## src/rtl/ctrl_lock_decoder.sv

```systemverilog
// Multi-channel enable/lock control decoder with registered per-channel outputs.
// Optional saturating rejected-command counter enabled by defining CTRL_LOCK_ERRCNT_EN.
module ctrl_lock_decoder #(
    parameter int CTRL_W = 4,
    parameter int NUM_CH = 4,
    parameter int CH_W   = 2
) (
    input  logic              clk,
    input  logic              rst,
    input  logic              cmd_valid,
    input  logic              cmd_bcast,
    input  logic [CH_W-1:0]   cmd_ch,
    input  logic [CTRL_W-1:0] cmd_code,
    output logic [NUM_CH-1:0] enable_all,
    output logic [NUM_CH-1:0] lock_on,
    output logic              cmd_err,
    output logic              all_locked,
    output logic [7:0]        err_cnt
);

    typedef enum logic [1:0] {
        ST_DISABLED = 2'd0,
        ST_ENABLED  = 2'd1,
        ST_LOCKED   = 2'd2
    } ch_state_t;

    localparam logic [CTRL_W-1:0] CODE_ENABLE  = CTRL_W'(1);
    localparam logic [CTRL_W-1:0] CODE_DISABLE = CTRL_W'(2);
    localparam logic [CTRL_W-1:0] CODE_LOCK    = CTRL_W'(3);

    ch_state_t         state_q [NUM_CH];
    ch_state_t         state_d [NUM_CH];
    logic [NUM_CH-1:0] enable_q, enable_d;
    logic [NUM_CH-1:0] lock_q, lock_d;
    logic              cmd_err_q, err_d;
    logic              all_locked_q;
    logic              code_ok, any_unlocked, tgt_unlocked, target_ok, apply;

    always_comb begin
        state_d      = state_q;
        code_ok      = (cmd_code == CODE_ENABLE) || (cmd_code == CODE_DISABLE) ||
                       (cmd_code == CODE_LOCK);
        any_unlocked = 1'b0;
        tgt_unlocked = 1'b0;
        // An out-of-range unicast index never matches a channel, so it is rejected here too
        for (int unsigned i = 0; i < NUM_CH; i++) begin
            if (state_q[i] != ST_LOCKED) begin
                any_unlocked = 1'b1;
                if (cmd_ch == CH_W'(i)) tgt_unlocked = 1'b1;
            end
        end
        target_ok = cmd_bcast ? any_unlocked : tgt_unlocked;
        apply     = cmd_valid && code_ok && target_ok;
        err_d     = cmd_valid && !(code_ok && target_ok);

        for (int unsigned i = 0; i < NUM_CH; i++) begin
            if (apply && (state_q[i] != ST_LOCKED) && (cmd_bcast || (cmd_ch == CH_W'(i)))) begin
                case (cmd_code)
                    CODE_ENABLE:  state_d[i] = ST_ENABLED;
                    CODE_DISABLE: state_d[i] = ST_DISABLED;
                    CODE_LOCK:    state_d[i] = ST_LOCKED;
                    default:      state_d[i] = state_q[i];
                endcase
            end
        end

        enable_d = '0;
        lock_d   = '0;
        for (int unsigned i = 0; i < NUM_CH; i++) begin
            enable_d[i] = (state_d[i] == ST_ENABLED);
            lock_d[i]   = (state_d[i] == ST_LOCKED);
        end
    end

    // Outputs are decoded from next state and registered so each enable is a single flop
    always_ff @(posedge clk) begin
        if (rst) begin
            for (int unsigned i = 0; i < NUM_CH; i++) state_q[i] <= ST_DISABLED;
            enable_q     <= '0;
            lock_q       <= '0;
            cmd_err_q    <= 1'b0;
            all_locked_q <= 1'b0;
        end else begin
            state_q      <= state_d;
            enable_q     <= enable_d;
            lock_q       <= lock_d;
            cmd_err_q    <= err_d;
            all_locked_q <= &lock_d;
        end
    end

`ifdef CTRL_LOCK_ERRCNT_EN
    logic [7:0] err_cnt_q;

    always_ff @(posedge clk) begin
        if (rst) begin
            err_cnt_q <= '0;
        end else if (err_d && (err_cnt_q != '1)) begin
            err_cnt_q <= err_cnt_q + 8'd1;
        end
    end

    assign err_cnt = err_cnt_q;
`else
    assign err_cnt = '0;
`endif

    assign enable_all = enable_q;
    assign lock_on    = lock_q;
    assign cmd_err    = cmd_err_q;
    assign all_locked = all_locked_q;

endmodule

```

## config.mk

```make
export PLATFORM = sky130hd
export DESIGN_NAME = ctrl_lock_decoder
export DESIGN_NICKNAME = d
export VERILOG_FILES = /design/src/rtl/ctrl_lock_decoder.sv
export SDC_FILE = /design/constraint.sdc
export NUM_CORES = 1
export LEC_CHECK = 0
export ABC_AREA = 1
export CORE_UTILIZATION = 42
export CTS_BUF_LIST = sky130_fd_sc_hd__clkbuf_16
export DETAILED_ROUTE_END_ITERATION = 10
export PLACE_DENSITY = 0.72
export SETUP_SLACK_MARGIN = 0.1
export SLEW_MARGIN = 10
export SYNTH_ARGS = -nofsm -noshare
export SYNTH_HDL_FRONTEND = slang
export SYNTH_SLANG_ARGS = --single-unit
```

## constraint.sdc

```tcl
create_clock -name clk -period 2.5 [get_ports clk]
set_input_delay 0.625 -clock clk [delete_from_list [all_inputs] [get_ports clk]]
set_output_delay 0.625 -clock clk [all_outputs]
set_load 0.005 [all_outputs]
```

==> results of run 1 <==
==> per-stage QoR <==
stage                     instances  total power, mW  cell area (um2)  setup WS [ns]
after detailed placement        168            0.363             1150          0.258
after CTS                       172            0.678             1230          0.482
after global placement          168            0.362             1150          0.283
final                           172            0.673             1230          0.518
after global routing            172            0.705             1230          0.352
after floorplan                 130            0.345              981          0.857
==> layout by cell type, fill, tap and decap left out, drive strengths merged <==
cell type,count
inv,24
clkbuf,3
nor2,13
o21ai,6
nor3,6
clkinv,1
nand3,4
a21oi,3
conb,8
nand2,35
buf,1
nand4,4
dfxtp,18
clkdlybuf4s50,19
==> area by class of cell <==
class / instances / area, um2
Fill cell: 193 / 815
Tap cell: 27 / 33.8
Clock buffer: 3 / 75.1
Clock inverter: 1 / 3.75
Multi-Input combinational cell: 79 / 462
Sequential cell: 18 / 360
Timing Repair Buffer: 20 / 198
Inverter: 24 / 95.1
==> Yosys cell counts <==
master,n
a21oi_1,2
a21oi_2,1
buf_4,8
clkbuf_1,1
conb_1,1
dfxtp_1,18
inv_1,18
inv_2,4
inv_4,2
nand2_1,25
nand2_2,7
nand2_4,2
nand2_8,1
nand3_2,3
nand3_4,1
nand4_1,3
nand4_2,1
nor2_1,9
nor2_2,2
nor2_4,2
nor3_1,4
nor3_2,2
o21ai_1,2
o21ai_2,4
==> worst min-delay path: stages (launching register included) <==
cell and delay, ns:
dfxtp_1 0.31, nand2_1 0.08, a21oi_1 0.06
==> report_power, final <==
part	leakage [nW]	switching [mW]	internal [mW]
clock	0.0385	0.103	0.212
combinational	0.345	0.0384	0.0279
sequential	0.145	0.000791	0.290
==> worst paths after layout <==
kind,to,slack (ns),cells past startpoint,start
worst max-delay path,all_locked,0.52,10,cmd_code[3]
worst min-delay path,state_q[3],0.50,2,state_q[3]
worst max register to register,all_locked,1.11,12,state_q[0]
worst min register to register,state_q[3],0.50,2,state_q[3]
==> cells by family after synthesis <==
family	count (synthesis)
and+or+nand+nor	62
buffers and inverters	33
DFF	18
AOI/OAI and AO/OA	9
other	1
==> metal layers <==
layer / wire (um) / vias up / GRT usage [%]
li1: - / 403 / -
met1: 733 / 317 / 17.9
met2: 831 / 16 / 26.4
met3: 86 / 0 / 4.01
met4: 0 / 0 / 1.43
met5: 0 / - / 0
==> state kept, by name, indices dropped and copies added, names as in the netlist <==
signal      flops
state_q         8
enable_all      4
lock_on         4
all_locked      1
cmd_err         1
==> Implementation_results.wiki, run 1 <==
{| class="wikitable"
! Metric !! Value
|-
| Simple-gate area share of the yosys netlist || roughly two fifths
|-
| Routability congestion estimate from global placement || around 0.73
|-
| Number of warnings printed during yosys synthesis || 0
|-
| Number of H-tree levels || 1
|-
| Xor/xnor share of the synthesized area || 0%
|-
| Remaining antenna violation count || 0
|-
| Clock-pin slew reported for the worst setup and hold paths after clock tree synthesis || around 0.050 ns
|-
| Initial core utilization || 46.8%
|-
| Die area || ~2500 um2
|-
| Max frequency || about 500 MHz
|-
| Final HPWL from detailed placement || approximately 1.3 mm
|-
| Proportion of layout cells with a drive suffix above 1 || approximately 25%
|-
| Max incr delay on CP || slightly above 0.4 ns
|-
| Area growth from synthesis to layout || 28.6%
|-
| Portion of netlist area occupied by mux cells || 0%
|-
| Max clock buf depth || 2
|-
| Hold Vio Cnt, Final || 0
|-
| # hold bufs at CTS || 0
|-
| Number of nets in the layout || 156
|-
| TritonCTS Buffers || 3
|-
| Total standard cell area after synthesis || about 950 um2
|-
| Maximum number of pins on one net before global-route repair || 11
|-
| WL final || 1.65 mm
|-
| Antenna diode count || 0
|-
| Post-detailed-route via-to-cell ratio || around 4.3
|-
| Number of setup violations in the final report || 0
|-
| Main combinational cell family by area after synthesis || simple AND/OR/NAND/NOR gates
|-
| Vias || approximately 740
|-
| Most area-consuming cells after synthesis || dfxtp_1 (38%), nand2_1 (9.8%), inv_1 (7.1%)
|-
| Setup repair after global routing missed its margin || false
|-
| Power density normalized to cell area || around 550 nW/um2
|-
| Total routing resource utilization after global routing || 14.7%
|-
| Number of primary I/O pins || 28
|-
| Share of the cycle needed by the critical path after routing || 79.3%
|-
| Source-to-sink clock delay at the later pin of the worst-skew pair || 0.25 ns
|-
| Chip Width || 49.7 um
|-
| Worst Clk Skew || ~0.0029 ns
|-
| Cells after synthesis || 123
|-
| Placeable core region || ~2000 um2
|-
| Complex-gate fraction of the synthesized area || ~6.7%
|-
| Gr ovfl total || 0
|-
| Worst hold-check path type || register to register
|-
| Seq/Total Area, Yosys || between 30% and 40%
|-
| Leakage || 0.529 nW
|-
| Number of global-route vias before repair || about 680
|-
| Clock tree from TritonCTS || built
|-
| Number of storage elements in the synthesis netlist || 18
|-
| Fraction of post-synthesis cell area in the top cell type by area || between 30% and 40%
|-
| Clock net sink count || 18
|-
| Share of synthesized cell area in full adder, half adder and majority cells || 0%
|-
| Y dimension of the die || 49.7 um
|-
| Final routed DRC violation total || 0
|-
| Global-route wire length before repair || ~2.8 mm
|-
| Number of max-slew violations in the final report || 0
|-
| Number of violations reported at the end of detailed-routing iteration 0 || 6
|-
| Most area-hungry cell type in the Yosys netlist || dfxtp_1
|-
| Initial antenna violation count || 0
|-
| Cell type of the slowest stage on the worst timing path || clkdlybuf4s50_1
|-
| Largest delay contributor family on the critical path || simple AND/OR/NAND/NOR gates
|-
| Setup_tns || 0 ns
|-
| Number of max-cap violations || 0
|-
| Crit path top cell by count || nor2_2
|-
| Crit. End Element || register
|-
| Type of the worst setup path || primary input to register
|-
| Kind of start point of the critical path || primary input
|-
| Number of iterations in the first detailed-routing pass || 4
|-
| Highest net fanout along the worst path || 7
|-
| Setup Fix Bufs, Post-CTS || 0
|-
| Cells resized by post-CTS repair || 0
|-
| Min Tclk post-route || 1.98 ns
|-
| # port buffers || 19
|-
| Cell Rows || 16
|-
| Clock root buffer || clkbuf_16
|-
| CP Cell Sequence || clkdlybuf4s50_1 -> nor2_2 -> o21ai_1 -> nor2_4 -> nand4_2 -> inv_2 -> nand2_2 -> nand2_1 -> nand3_2 -> nor2_2
|-
| Netlist cell types || 24
|-
| Buffers plus inverters on the worst setup path || 2
|-
| WP data arrival || ~2.2 ns
|-
| Post-synthesis average cell area || 7.76 um2
|-
| Worst EP required || 2.69 ns
|-
| Smallest hold slack || 0.502 ns
|-
| Outcome || finished, final reports clean
|-
| Utilization of the core after routing || between 60% and 70%
|-
| IR drop worst, VDD || roughly 0.55 mV
|-
| Wire length per cell || between 9 and 10 um
|}
Power figures use the tool's default switching activity.
==> run 2: changes to the inputs <==
Settings changed: CORE_UTILIZATION 42 to 41, PLACE_DENSITY 0.72 to 0.74.
Clock period 2.5 ns to 1.7 ns, I/O delays scaled along.
==> run 2 against run 1 <==
- final area rose by 9.3%
- largest power group unchanged
- cell count rose by 7.0%
- largest cell class unchanged
- combinational power increased by 72%
- via count increased by 9.5%
- critical path type unchanged
- register-to-register slack worse by 0.83 ns
- sequential share of layout area decreased by 2.5 points
- critical endpoint unchanged
- setup slack lost 0.32 ns
- utilization increased by 0.52 points
==> Implementation_results.wiki, run 2 (same netlist as run 1, synthesis figures left out) <==
{| class="wikitable"
! Metric !! Value
|-
| Share of the cycle needed by the critical path after routing || just under 90%
|-
| Max clock buf depth || 2
|-
| Type of the worst setup path || primary input to register
|-
| Number of max-slew violations in the final report || 0
|-
| Highest net fanout along the worst path || 7
|-
| WL final || between 1.5 and 2 mm
|-
| CP Cell Sequence || clkdlybuf4s15_1 -> nor2_2 -> o21ai_2 -> nor2_4 -> nand3_4 -> o21ai_4 -> inv_2 -> nor2_2 -> nand2_1 -> nor2_2
|-
| Total routing resource utilization after global routing || between 10% and 20%
|-
| Maximum number of pins on one net before global-route repair || 10
|-
| Initial antenna violation count || 0
|-
| Share of total power in combinational logic || ~11%
|-
| Number of placed instances, taps included || 178
|-
| TritonCTS Buffers || 3
|-
| Cell depth of the worst flop-to-flop path || 14
|-
| Final HPWL from detailed placement || approximately 1.3 mm
|-
| Area growth from synthesis to layout || 40.5%
|-
| Most frequent cells in the layout || nand2_1 (24), dfxtp_1 (18), inv_1 (16)
|-
| Number of iterations in the first detailed-routing pass || 4
|-
| Clock tree from TritonCTS || built
|-
| Proportion of layout cells with a drive suffix above 1 || between 30% and 40%
|-
| Number of violations reported at the end of detailed-routing iteration 0 || 6
|-
| Internal reg-to-reg setup slack || roughly 0.28 ns
|-
| Number of setup violations in the final report || 0
|-
| Vias || 806
|-
| Die area || about 2500 um2
|-
| Cell-internal power || slightly below 0.8 mW
|-
| Number of global-route vias before repair || 725
|-
| Non-filler cells in the finished layout || roughly 180
|-
| IR drop worst, VDD || about 0.74 mV
|-
| Leakage || 0.594 nW
|-
| Number of primary I/O pins || 28
|-
| Crit. End Element || register
|-
| Utilization of the core after routing || between 60% and 70%
|-
| WP data arrival || between 1.5 and 2 ns
|-
| Max frequency || 665 MHz
|-
| Outcome || finished, final reports clean
|-
| RR Endpoint || all_locked
|-
| Hold Vio Cnt, Final || 0
|-
| Worst EP required || ~1.9 ns
|-
| Largest delay contributor family on the critical path || simple AND/OR/NAND/NOR gates
|-
| Global-route wire length before repair || 2.92 mm
|-
| Y dimension of the die || approximately 50 um
|-
| FILL cells || slightly below 200
|-
| Setup repair after global routing missed its margin || false
|-
| Flip-flop count of the largest register, all copies and words added || 8
|-
| # hold bufs at CTS || 0
|-
| Worst R2R Start || state_q[6]
|-
| Number of H-tree levels || 1
|-
| Final Instance Area || 1340 um2
|-
| Buffers plus inverters on the worst setup path || 2
|-
| Max incr delay on CP || roughly 0.25 ns
|-
| Min Tclk post-route || around 1.5 ns
|-
| Switching power || about 0.21 mW
|-
| Routability congestion estimate from global placement || 0.784
|-
| Clock-pin slew reported for the worst setup and hold paths after clock tree synthesis || about 0.050 ns
|-
| Cell type of the slowest stage on the worst timing path || nor2_4
|-
| Clock net sink count || 18
|-
| Remaining antenna violation count || 0
|-
| Total power || 0.999 mW
|-
| Final routed DRC violation total || 0
|-
| Antenna diode count || 0
|-
| Crit path capture || all_locked
|-
| # port buffers || 19
|-
| Leading cell type in the layout, fill and taps excluded || nand2_1
|-
| Biggest register || state_q
|-
| Post-detailed-route via-to-cell ratio || around 4.4
|-
| Initial core utilization || 43.2%
|-
| Number of nets in the layout || 168
|-
| Chip Width || 50.3 um
|-
| Source-to-sink clock delay at the later pin of the worst-skew pair || 0.25 ns
|-
| Part of the power in the clock network || between 40% and 50%
|-
| Placed cell area || between 1000 and 1500 um2
|-
| Wire length per cell || slightly below 10 um
|-
| Placeable core region || 2210 um2
|-
| Switching power share of the total || between 20% and 30%
|-
| Kind of start point of the critical path || primary input
|-
| Sequential power share || between 40 and 50%
|-
| Cell Rows || 17
|-
| Number of max-cap violations || 0
|-
| Clock root buffer || clkbuf_16
|-
| Crit. Startpoint || cmd_code[3]
|-
| Setup_tns || 0 ns
|-
| Crit path top cell by count || nor2_2
|-
| Worst Clk Skew || 0.000944 ns
|-
| Worst hold-check path type || register to register
|-
| Total stage count of the critical path || 10
|-
| Gr ovfl total || 0
|-
| Power density normalized to cell area || 745 nW/um2
|}
==> run 2: changes by cell type in the layout (fill, tap and decap cells not counted), moves of 2 or more <==
cell	before	now
nor2_2	2	4
clkdlybuf4s15_1	0	2
inv_1	18	16
inv_2	4	6
nor2_1	9	7
buf_4	1	13
dlygate4sd2_1	0	4
clkdlybuf4s50_1	19	11
==> run 2: worst min-delay path by stage <==
stage | start | end | slack (ns) | cells past startpoint
after detailed placement | state_q[3] | state_q[3] | 0.48 | 2
after global routing | state_q[3] | state_q[3] | 0.51 | 2
after floorplan | state_q[3] | state_q[3] | 0.46 | 2
after CTS | state_q[3] | state_q[3] | 0.48 | 2
after global placement | state_q[3] | state_q[3] | 0.47 | 2
final | state_q[3] | state_q[3] | 0.49 | 2
==> run 2: layout make-up <==
class,count,area (um2),share of cell area (%)
clock buffers,3,75.1,5.60
repair buffers,32,279,20.8
flip-flops and latches,18,360,26.9
inverters,24,95.1,7.09
multi-input cells,79,497,37.0
well taps,28,35.0,2.61
==> run 2: per-stage QoR <==
step           worst slack, ns  hold WS, ns
2_1_floorplan            0.257        0.461
3_3_place_gp            -0.311        0.472
3_5_place_dp            -0.334        0.477
4_1_cts                  0.102        0.484
5_1_grt                 0.0939        0.506
6_report                 0.197        0.485
==> run 2: what timing repair did <==
| action | in CTS | in global routing |
|---|---|---|
| resized for setup | 18 | 5 |
| cloned | 0 | 0 |
| setup buffers | 2 | 1 |
| pin swaps | 12 | 9 |
| setup endpoints to repair | 16 | 5 |
==> run 2: per-layer routing <==
| layer | vias up | routed length [um] | global-route usage (%) | share of wire, % |
|---|---|---|---|---|
| li1 | 429 | - | - | - |
| met1 | 360 | 814 | 18.5 | 45 |
| met2 | 13 | 911 | 25.8 | 50 |
| met3 | 4 | 69 | 3.94 | 3.8 |
| met4 | 0 | 28 | 7.14 | 1.5 |
| met5 | - | 0 | 0 | 0 |
==> run 2: power by group through the flow <==
stage          sequential, mW  combinational, mW  clock [mW]
5_1_grt                 0.428              0.125       0.481
2_1_floorplan           0.437             0.0705           0
3_3_place_gp            0.437              0.105           0
3_5_place_dp            0.437              0.107           0
4_1_cts                 0.428              0.110       0.467
6_report                0.428              0.114       0.457
==> run 2: worst min-delay path, stage by stage, from the launching register on <==
cell and delay, ns:
dfxtp_1 0.31, nand2_1 0.08, a21oi_1 0.05
==> run 3: changes to the inputs <==
Settings changed: CORE_UTILIZATION 41 to 30, PLACE_DENSITY 0.74 to 0.57, SLEW_MARGIN 10 to default.
==> run 3 against run 2 <==
- sequential share of layout area fell by 0.66 points
- global-route usage down 2.8 points
- utilization decreased by 15 points
- routed wire length rose by 12%
- first-iteration DRC count rose to 4.2 times the previous value
==> Implementation_results.wiki, run 3 (same netlist as run 1, synthesis figures left out) <==
{| class="wikitable"
! Metric !! Value
|-
| Final Instance Area || approximately 1400 um2
|-
| Total routing resource utilization after global routing || between 10% and 20%
|-
| Flip-flop count of the largest register, all copies and words added || 8
|-
| Setup_tns || 0 ns
|-
| Largest delay contributor family on the critical path || buffers and inverters
|-
| Share of the cycle needed by the critical path after routing || between 80% and 90%
|-
| Clock root buffer || clkbuf_16
|-
| Worst hold-check path type || register to register
|-
| Post-detailed-route via-to-cell ratio || between 4 and 5
|-
| Remaining antenna violation count || 0
|-
| Routability congestion estimate from global placement || a little under 0.8
|-
| Power density normalized to cell area || 734 nW/um2
|-
| Placed cell area || 1240 um2
|-
| Worst Clk Skew || roughly 0.0018 ns
|-
| Buffers plus inverters on the worst setup path || 1
|-
| Capture endpoint of the worst hold path || state_q[3]
|-
| Number of violations reported at the end of detailed-routing iteration 0 || 25
|-
| Min Tclk post-route || 1.50 ns
|-
| Max frequency || between 600 and 700 MHz
|-
| Internal reg-to-reg setup slack || ~0.25 ns
|-
| Number of primary I/O pins || 28
|-
| Most frequent cells in the layout || dfxtp_1 (18), nand2_1 (17), inv_1 (16)
|-
| Type of the worst setup path || register to output port
|-
| Proportion of layout cells with a drive suffix above 1 || 41.8%
|-
| Max incr delay on CP || ~0.50 ns
|-
| Crit. Startpoint || all_locked
|-
| Number of nets in the layout || 170
|-
| Non-filler cells in the finished layout || around 200
|-
| Crit. End Element || output port
|-
| Final routed DRC violation total || 0
|-
| Y dimension of the die || 58.4 um
|-
| Final HPWL from detailed placement || 1.44 mm
|-
| # hold bufs at CTS || 0
|-
| IR drop worst, VDD || 0.468 mV
|-
| Sequential Area || 360 um2
|-
| Smallest hold slack || 0.495 ns
|-
| Max clock buf depth || 2
|-
| Leakage || 0.603 nW
|-
| # port buffers || 19
|-
| Number of max-cap violations || 0
|-
| Cell depth of the worst flop-to-flop path || 10
|-
| Worst hold path stage count || 2
|-
| Biggest register || state_q
|-
| Number of setup violations in the final report || 0
|-
| Source-to-sink clock delay at the later pin of the worst-skew pair || approximately 0.25 ns
|-
| TritonCTS Buffers || 3
|-
| Placeable core region || a little over 3000 um2
|-
| Global-route wire length before repair || about 3.1 mm
|-
| Antenna diode count || 0
|-
| Number of placed instances, taps included || around 200
|-
| Number of H-tree levels || 1
|-
| Worst slack at placement || -0.344 ns
|-
| Outcome || finished, final reports clean
|-
| Critical hold path startpoint || state_q[3]
|-
| Maximum number of pins on one net before global-route repair || 12
|-
| Highest net fanout along the worst path || 1
|-
| Area growth from synthesis to layout || 44.0%
|-
| Hold Vio Cnt, Final || 0
|-
| Number of max-slew violations in the final report || 0
|-
| Kind of start point of the critical path || register
|-
| Initial antenna violation count || 0
|-
| RR Endpoint || lock_on[0]
|-
| Initial core utilization || between 30% and 40%
|-
| Number of iterations in the first detailed-routing pass || 4
|-
| CP Cell Sequence || clkdlybuf4s50_1
|-
| Clock tree from TritonCTS || built
|-
| Setup WS post-layout || about 0.20 ns
|-
| Number of global-route vias before repair || 717
|-
| Gr ovfl total || 0
|-
| WL final || 2.03 mm
|-
| Worst EP required || approximately 1.3 ns
|-
| Cell type of the slowest stage on the worst timing path || clkdlybuf4s50_1
|-
| Clock-pin slew reported for the worst setup and hold paths after clock tree synthesis || 0.05 ns
|-
| Cell Rows || 20
|-
| WP data arrival || between 1 and 1.5 ns
|-
| FILL cells || about 310
|-
| Setup repair after global routing missed its margin || false
|-
| Clock net sink count || 18
|-
| Chip Width || 58.4 um
|-
| Leading cell type in the layout, fill and taps excluded || dfxtp_1
|-
| Wire length per cell || just over 10 um
|-
| Die area || between 3000 and 4000 um2
|-
| Area of combinational cells with multiple inputs || slightly above 500 um2
|-
| Worst R2R Start || state_q[6]
|-
| Vias || between 800 and 900
|}
## run 3: worst max-delay path by stage
stage,to,depth (start not counted)
after floorplan,all_locked,9
after global placement,lock_on[0],11
after detailed placement,lock_on[0],11
after CTS,lock_on[0],10
after global routing,all_locked,13
final,all_locked,1
## run 3: cell type report
| class | count | share of cell area, % |
|---|---|---|
| Multi-Input combinational cell | 79 | 37.2 |
| Sequential cell | 18 | 26.2 |
| Timing Repair Buffer | 34 | 20.2 |
| Inverter | 24 | 6.92 |
| Clock buffer | 3 | 5.46 |
| Tap cell | 44 | 4.00 |
## run 3: worst register-to-register path: stages (launching register included)
cell and delay [ns]:
dfxtp_1 0.30, inv_1 0.05, nand2_1 0.13, nand2_1 0.09, nand2_2 0.08, inv_4 0.05, nand2_8 0.09, nand4_4 0.16
o21ai_4 0.23, nand2_2 0.10, a21oi_2 0.12
## run 3: what timing repair did
action | CTS | global route
resized for setup | 15 | 16
setup buffers | 1 | 3
pin swaps | 7 | 14
setup endpoints to repair | 14 | 8
## run 3: per-layer routing
metal	wire [um]	track usage [%]	up-vias	share of wire, %
met5	0	0	-	0
li1	-	-	426	-
met1	859	13.8	366	42
met4	61	9.18	0	3.0
met3	39	2.64	4	1.9
met2	1070	22.0	13	53
## run 3: metrics by stage
step                power (mW)  utilization (%)
global route              1.04             45.4
finish                    1.01             45.4
CTS                       1.01             44.3
global placement         0.543             41.1
floorplan                0.508                -
detailed placement       0.544             41.1
## run 3: where the power goes
group / switching, mW / internal [mW]
clock network: 0.157 / 0.310
logic: 0.0663 / 0.0477
registers: 0.00113 / 0.427
